**src/rtl/pq_pkg.sv**
```systemverilog
// Shared types for the HWPQ interface: key/value item, empty marker and the
// sorter state type. PQ_SORTER_DESCEND_EN selects the descending key mapping
// used by pq_stream_sorter.
package pq_pkg;

  localparam int unsigned KEY_WIDTH   = 16;
  localparam int unsigned VAL_WIDTH   = 16;
  localparam int unsigned PQ_CAPACITY = 4;

  localparam logic [KEY_WIDTH-1:0] KEYINF = '1;

  typedef struct packed {
    logic [KEY_WIDTH-1:0] key;
    logic [VAL_WIDTH-1:0] val;
  } kv_t;

  localparam kv_t KV_EMPTY = '{key: KEYINF, val: '0};

  typedef enum logic [0:0] {SRT_LOAD, SRT_DRAIN} srt_state_t;

  // Key mapping between the stream domain and the queue domain. It is its
  // own inverse, so the same function is used in both directions.
  function automatic kv_t kv_map(input kv_t kv);
`ifdef PQ_SORTER_DESCEND_EN
    return '{key: ~kv.key, val: kv.val};
`else
    return kv;
`endif
  endfunction

endpackage

```
**src/rtl/pq_stream_sorter.sv**
```systemverilog
// Client of an HWPQ: loads a batch from the input stream into the queue, then
// drains it to the output stream in key order. A batch larger than CAP is
// split into CAP-sized chunks and flags overflow.
// Macro PQ_SORTER_DESCEND_EN: emit keys in descending order.
module pq_stream_sorter
  import pq_pkg::*;
#(
  parameter int unsigned CAP = PQ_CAPACITY
) (
  input  logic clk,
  input  logic rst_n,
  input  logic in_valid,
  output logic in_ready,
  input  kv_t  in_kv,
  input  logic in_last,
  output logic out_valid,
  input  logic out_ready,
  output kv_t  out_kv,
  output logic out_last,
  output logic overflow,
  output logic pq_enq,
  output kv_t  pq_kvi,
  output logic pq_deq,
  input  kv_t  pq_kvo,
  input  logic pq_busy,
  input  logic pq_full,
  input  logic pq_empty
);

  localparam int unsigned CW = $clog2(CAP + 1);
  localparam logic [CW-1:0] CNT_ONE = CW'(1);

  srt_state_t    state_q, state_d;
  logic [CW-1:0] count_q, count_d;
  kv_t           out_kv_q, out_kv_d;
  logic          out_valid_q, out_valid_d;
  logic          out_last_q, out_last_d;
  logic          overflow_q, overflow_d;
  logic          alive_q;
  logic          accept;
  logic          reload;

  // Handshake and queue command strobes; alive_q holds in_ready low in reset.
  always_comb begin
    in_ready = alive_q & (state_q == SRT_LOAD) & ~pq_busy & ~pq_full;
    accept   = in_valid & in_ready;
    reload   = (state_q == SRT_DRAIN) & (~out_valid_q | out_ready) &
               ~pq_empty & ~pq_busy & (count_q != '0);
    pq_enq   = accept;
    pq_kvi   = accept ? kv_map(in_kv) : KV_EMPTY;
    pq_deq   = reload;
  end

  // Next-state: count items in during LOAD, stream them out during DRAIN.
  always_comb begin
    state_d     = state_q;
    count_d     = count_q;
    out_kv_d    = out_kv_q;
    out_valid_d = out_valid_q;
    out_last_d  = out_last_q;
    overflow_d  = overflow_q;
    case (state_q)
      SRT_LOAD: begin
        if (accept) begin
          count_d = count_q + CNT_ONE;
          if (in_last) state_d = SRT_DRAIN;
        end else if (pq_full && count_q != '0) begin
          // queue filled before in_last: drain this chunk, rest follows later
          overflow_d = 1'b1;
          state_d    = SRT_DRAIN;
        end
      end
      SRT_DRAIN: begin
        if (reload) begin
          out_kv_d    = kv_map(pq_kvo);
          out_valid_d = 1'b1;
          out_last_d  = (count_q == CNT_ONE);
          count_d     = count_q - CNT_ONE;
        end else if (out_valid_q && out_ready) begin
          out_valid_d = 1'b0;
          out_last_d  = 1'b0;
          if (out_last_q) state_d = SRT_LOAD;
        end
      end
      default: state_d = SRT_LOAD;
    endcase
  end

  // State and output registers.
  always_ff @(posedge clk or negedge rst_n) begin
    if (!rst_n) begin
      state_q     <= SRT_LOAD;
      count_q     <= '0;
      out_kv_q    <= KV_EMPTY;
      out_valid_q <= 1'b0;
      out_last_q  <= 1'b0;
      overflow_q  <= 1'b0;
      alive_q     <= 1'b0;
    end else begin
      state_q     <= state_d;
      count_q     <= count_d;
      out_kv_q    <= out_kv_d;
      out_valid_q <= out_valid_d;
      out_last_q  <= out_last_d;
      overflow_q  <= overflow_d;
      alive_q     <= 1'b1;
    end
  end

  assign out_kv    = out_kv_q;
  assign out_valid = out_valid_q;
  assign out_last  = out_last_q;
  assign overflow  = overflow_q;

endmodule

```
**config.mk**
```make
export PLATFORM = sky130hd
export DESIGN_NAME = pq_stream_sorter
export DESIGN_NICKNAME = d
export VERILOG_FILES = /design/src/rtl/pq_pkg.sv /design/src/rtl/pq_stream_sorter.sv
export SDC_FILE = /design/constraint.sdc
export NUM_CORES = 1
export LEC_CHECK = 0
export ABC_AREA = 1
export BUFFER_PORTS_ARGS = -buffer_cell sky130_fd_sc_hd__clkbuf_2
export CAP_MARGIN = 20
export CORE_ASPECT_RATIO = 2
export CORE_UTILIZATION = 40
export CTS_CLUSTER_SIZE = 30
export DETAILED_ROUTE_END_ITERATION = 8
export GPL_ROUTABILITY_DRIVEN = 0
export GPL_TIMING_DRIVEN = 0
export MAX_ROUTING_LAYER = met4
export PLACE_DENSITY = 0.79
export SLEW_MARGIN = 20
export SYNTH_ARGS = -nofsm -noshare
export SYNTH_HDL_FRONTEND = slang
export SYNTH_SLANG_ARGS = --single-unit
```
**constraint.sdc**
```tcl
create_clock -name clk -period 2 [get_ports clk]
set_clock_uncertainty 0.1 [all_clocks]
set_input_delay 0.3 -clock clk [delete_from_list [all_inputs] [get_ports clk]]
set_output_delay 0.3 -clock clk [all_outputs]
set_load 0.05 [all_outputs]
```
# Yosys cells after proc, flatten, opt, wreduce, memory -nomap -nowiden
# Index checks and enable logic that the tools add are counted.
# W data, S select, Z words.
# totals
input_bits	72
elab_cells	50
regBits	40
output_inout_bits	70
# op_classes
n_mux	14
n_bitwise	15
n_eq_ne	3
add_sub_neg	2
reduce_logical	8
# op_table
operator	n
$mux W32	1
$mux W1	9
$and A1 B1 Y1	8
$mux W3	2
$not A1 Y1	6
$pmux W3 S2	1
$reduce_and A2 Y1	3
$ne A2 B2 Y1 const B	2
$add A3 B1 Y3 const B	1
$eq A3 B1 Y1 const B	1
$reduce_and A3 Y1	1
$reduce_bool A3 Y1	1
$sub A3 B1 Y3 const B	1
$logic_and A1 B1 Y1	2
$pmux W1 S2	1
$reduce_bool A2 Y1	1
$or A1 B1 Y1	1

# Longest topological paths before layout
# logic_depth
depth_word	8
mapped_depth	9
depth_no_buf	8

# Worst setup path after synthesis
# Ideal clock, no wire load.
# synth_timing
kind	reg-to-output
from	reg state_q
to	out pq_kvi[0] (netlist name)
t_arrival_ns	1.537
path_stages_with_launch	5
slack_ns	0.063
path_cell_list	dfrtp_1 > nor2_2 > nand3_2 > buf_2 > nor2_1
# synth_lines
item	line_no	text
start: declaration	pq_stream_sorter.sv:33	srt_state_t state_q, state_d;
start signal: assignment	pq_stream_sorter.sv:100	state_q <= state_d;
end: declaration	pq_stream_sorter.sv:22	output kv_t pq_kvi,

==> metrics.txt <==
status=completed; ranking of synthesized cells by area=dfrtp_1 31%, nand2_1 22%, dfstp_2 22%; Root Buffer=clkbuf_8; Req. time, crit path=1.60 ns; die area=5190 um^2; final core utilization=67.4%; VDD IR max=0.000523 V; Largest delay share family, worst path=simple AND/OR/NAND/NOR gates; cell taking the most area after synthesis=dfrtp_1; worst path bufs/invs=2; Worst EP arrival=1.59 ns; terminus of the critical flop-to-flop path=out_kv[21]; Pleak=1.89 nW; max-capacitance violation count=0; antenna violations before repair=0; Post-Synthesis Cells=250; synth warn=0; synthesized area=1950 um^2; gr busiest metal=met2; Longest Clk Path Bufs=2; largest net degree at the start of global routing=41; sequential element share of the synthesized area=52.2%; Initial Utilization=42.1%; RSZ-0062 raised after global routing=yes; CP Max Fanout=10; total grt overflow=0; # rows=35; CP max-delay cell=dfrtp_2; 1st-pass router iterations=4; Slew HR=34.9%; Avg Inst Size Synth=7.82 um^2; H-Tree Depth=2; CTS Hold Bufs=0; final-report hold violation count=0; minimum clock period=1.99 ns; CTS sink cnt=40; final setup margin=0.00658 ns; met3 Usage GRT=3.77%; most frequent cells in the layout=116 x nand2_1, 110 x clkbuf_2, 27 x inv_1, 23 x dfrtp_1, 18 x buf_4; layout cells sized above 1=50.2%; Cells after DPL=446; final WL=5550 um; worst reg2reg path depth=11; Tcrit/Tclk final=99.7%; estimated wirelength of the detail-placed design=4050 um; DRC viols=0; Worst-Margin Slew=0.976 ns; crit path kind=flip-flop to output pin; FF-to-FF setup slack=0.14 ns; Clk pin slew, worst setup/hold paths=0.07 ns; CTS buffer count=5; grt met2 use=43.0%; vias per inst=4.60; crit path to=pq_kvi[19]; first-pass GRT wire length=8060 um; worst path cell trace=nor2_4, nand3_4, buf_6, or2_2, buf_8; I/O Pins=142; Power Density=475 nW/um^2; Clk Latency, worst-skew pair=0.28 ns; Synth top area share=30.7%; Post-Layout Cell Count=465; Hold Path Class=primary input to async pin; area delta synth->final=60.0%; CP Launch Type=flip-flop; most common cell after layout, fill and taps aside=nand2_1; Detailed Route Iter0 Violations=26; worst stage delay on the critical path=0.43 ns; reg2reg start=count_q[0]; CTS tree=built; chip height=101 um; DP Worst Slack=-0.156 ns; post-synthesis register bit count=40; crit path launch=state_q; Unique masters post-synth=21; Antenna diodes=0; Worst setup EP type=output pin; CORE AREA=4640 um^2; Die Wd=51.4 um; # nets final=485; critical path depth=5; Slew Limit Fails=0; total track usage=21.6%; Final setup viols=0; Net Count, Synth=326; PortBufs=141; vias post-DR=2,141; met1 usage=18.6%; Avg WL per Cell=11.9 um; Max Clk Rate=502 MHz; Final ANT Viol Nets=0; vias in the first global route=1,888
sequential cells by signal (all words and copies together), names as in the netlist:
signal	cells
count_q	3
overflow	1
alive_q	1
state_q	1
out_last	1
out_kv	32
out_valid	1
layout make-up:
type	instances	area [um^2]
well taps	55	68.8
plain buffers	9	66.3
repair buffers	153	966
flip-flops and latches	40	1020
fillers	389	1520
multi-input cells	171	792
inverters	29	111
clock buffers	8	100
per-layer routing:
metal | wire, um | vias to the layer above | share of wire, %
li1 | - | 1046 | -
met1 | 1830 | 978 | 33
met2 | 3260 | 107 | 59
met3 | 381 | 10 | 6.9
met4 | 86 | 0 | 1.5
met5 | 0 | - | 0
report_power, final:
part	switching (mW)	internal [mW]
logic	0.0448	0.0522
clock network	0.261	0.315
registers	0.000237	0.811
total	0.306	1.18
metrics by stage:
step	power, mW	instance area (um^2)	hold WS, ns	setup TNS, ns
CTS	1.50	2980	0.0800	-0.00162
detailed placement	0.919	2730	0.356	-0.156
finish	1.48	3130	0.0610	0
global placement	0.918	2730	0.354	-0.137
global route	1.53	3130	0.0835	-0.484
floorplan	0.834	1950	-0.0956	0
Yosys cell counts:
cell,number
buf_6,2
clkbuf_1,2
nor2_2,2
nand4_1,1
xor2_1,1
o21bai_1,1
ha_1,4
o21ai_0,1
conb_1,1
buf_4,3
dfrtp_1,24
nand3_2,2
nor2_1,19
buf_2,3
nand3_1,6
inv_2,2
or2_1,4
dfstp_2,16
inv_1,27
or2_2,13
nand2_1,116
worst min path at each step:
stage / endpoint / slack [ns]
floorplan: alive_q / -0.1
global placement: out_kv[30] / 0.35
detailed placement: out_kv[31] / 0.36
CTS: out_kv[31] / 0.08
global route: out_kv[18] / 0.08
finish: out_kv[7] / 0.06
logic make-up after synthesis:
| kind of cell | synth area share (%) |
|---|---|
| compound gates | 0.640 |
| xor+xnor | 0.448 |
| fa+ha+maj | 2.56 |
| buf+inv | 9.03 |
| flops | 52.2 |
| other cells | 0.192 |
| simple gates | 34.9 |
what timing repair did:
item,4_1_cts,5_1_grt
endpoints found under the setup margin,34,51
setup buffers,8,4
resized for setup,25,74
cloned,0,0
pin swaps,1,2
Power figures use the tool's default switching activity.
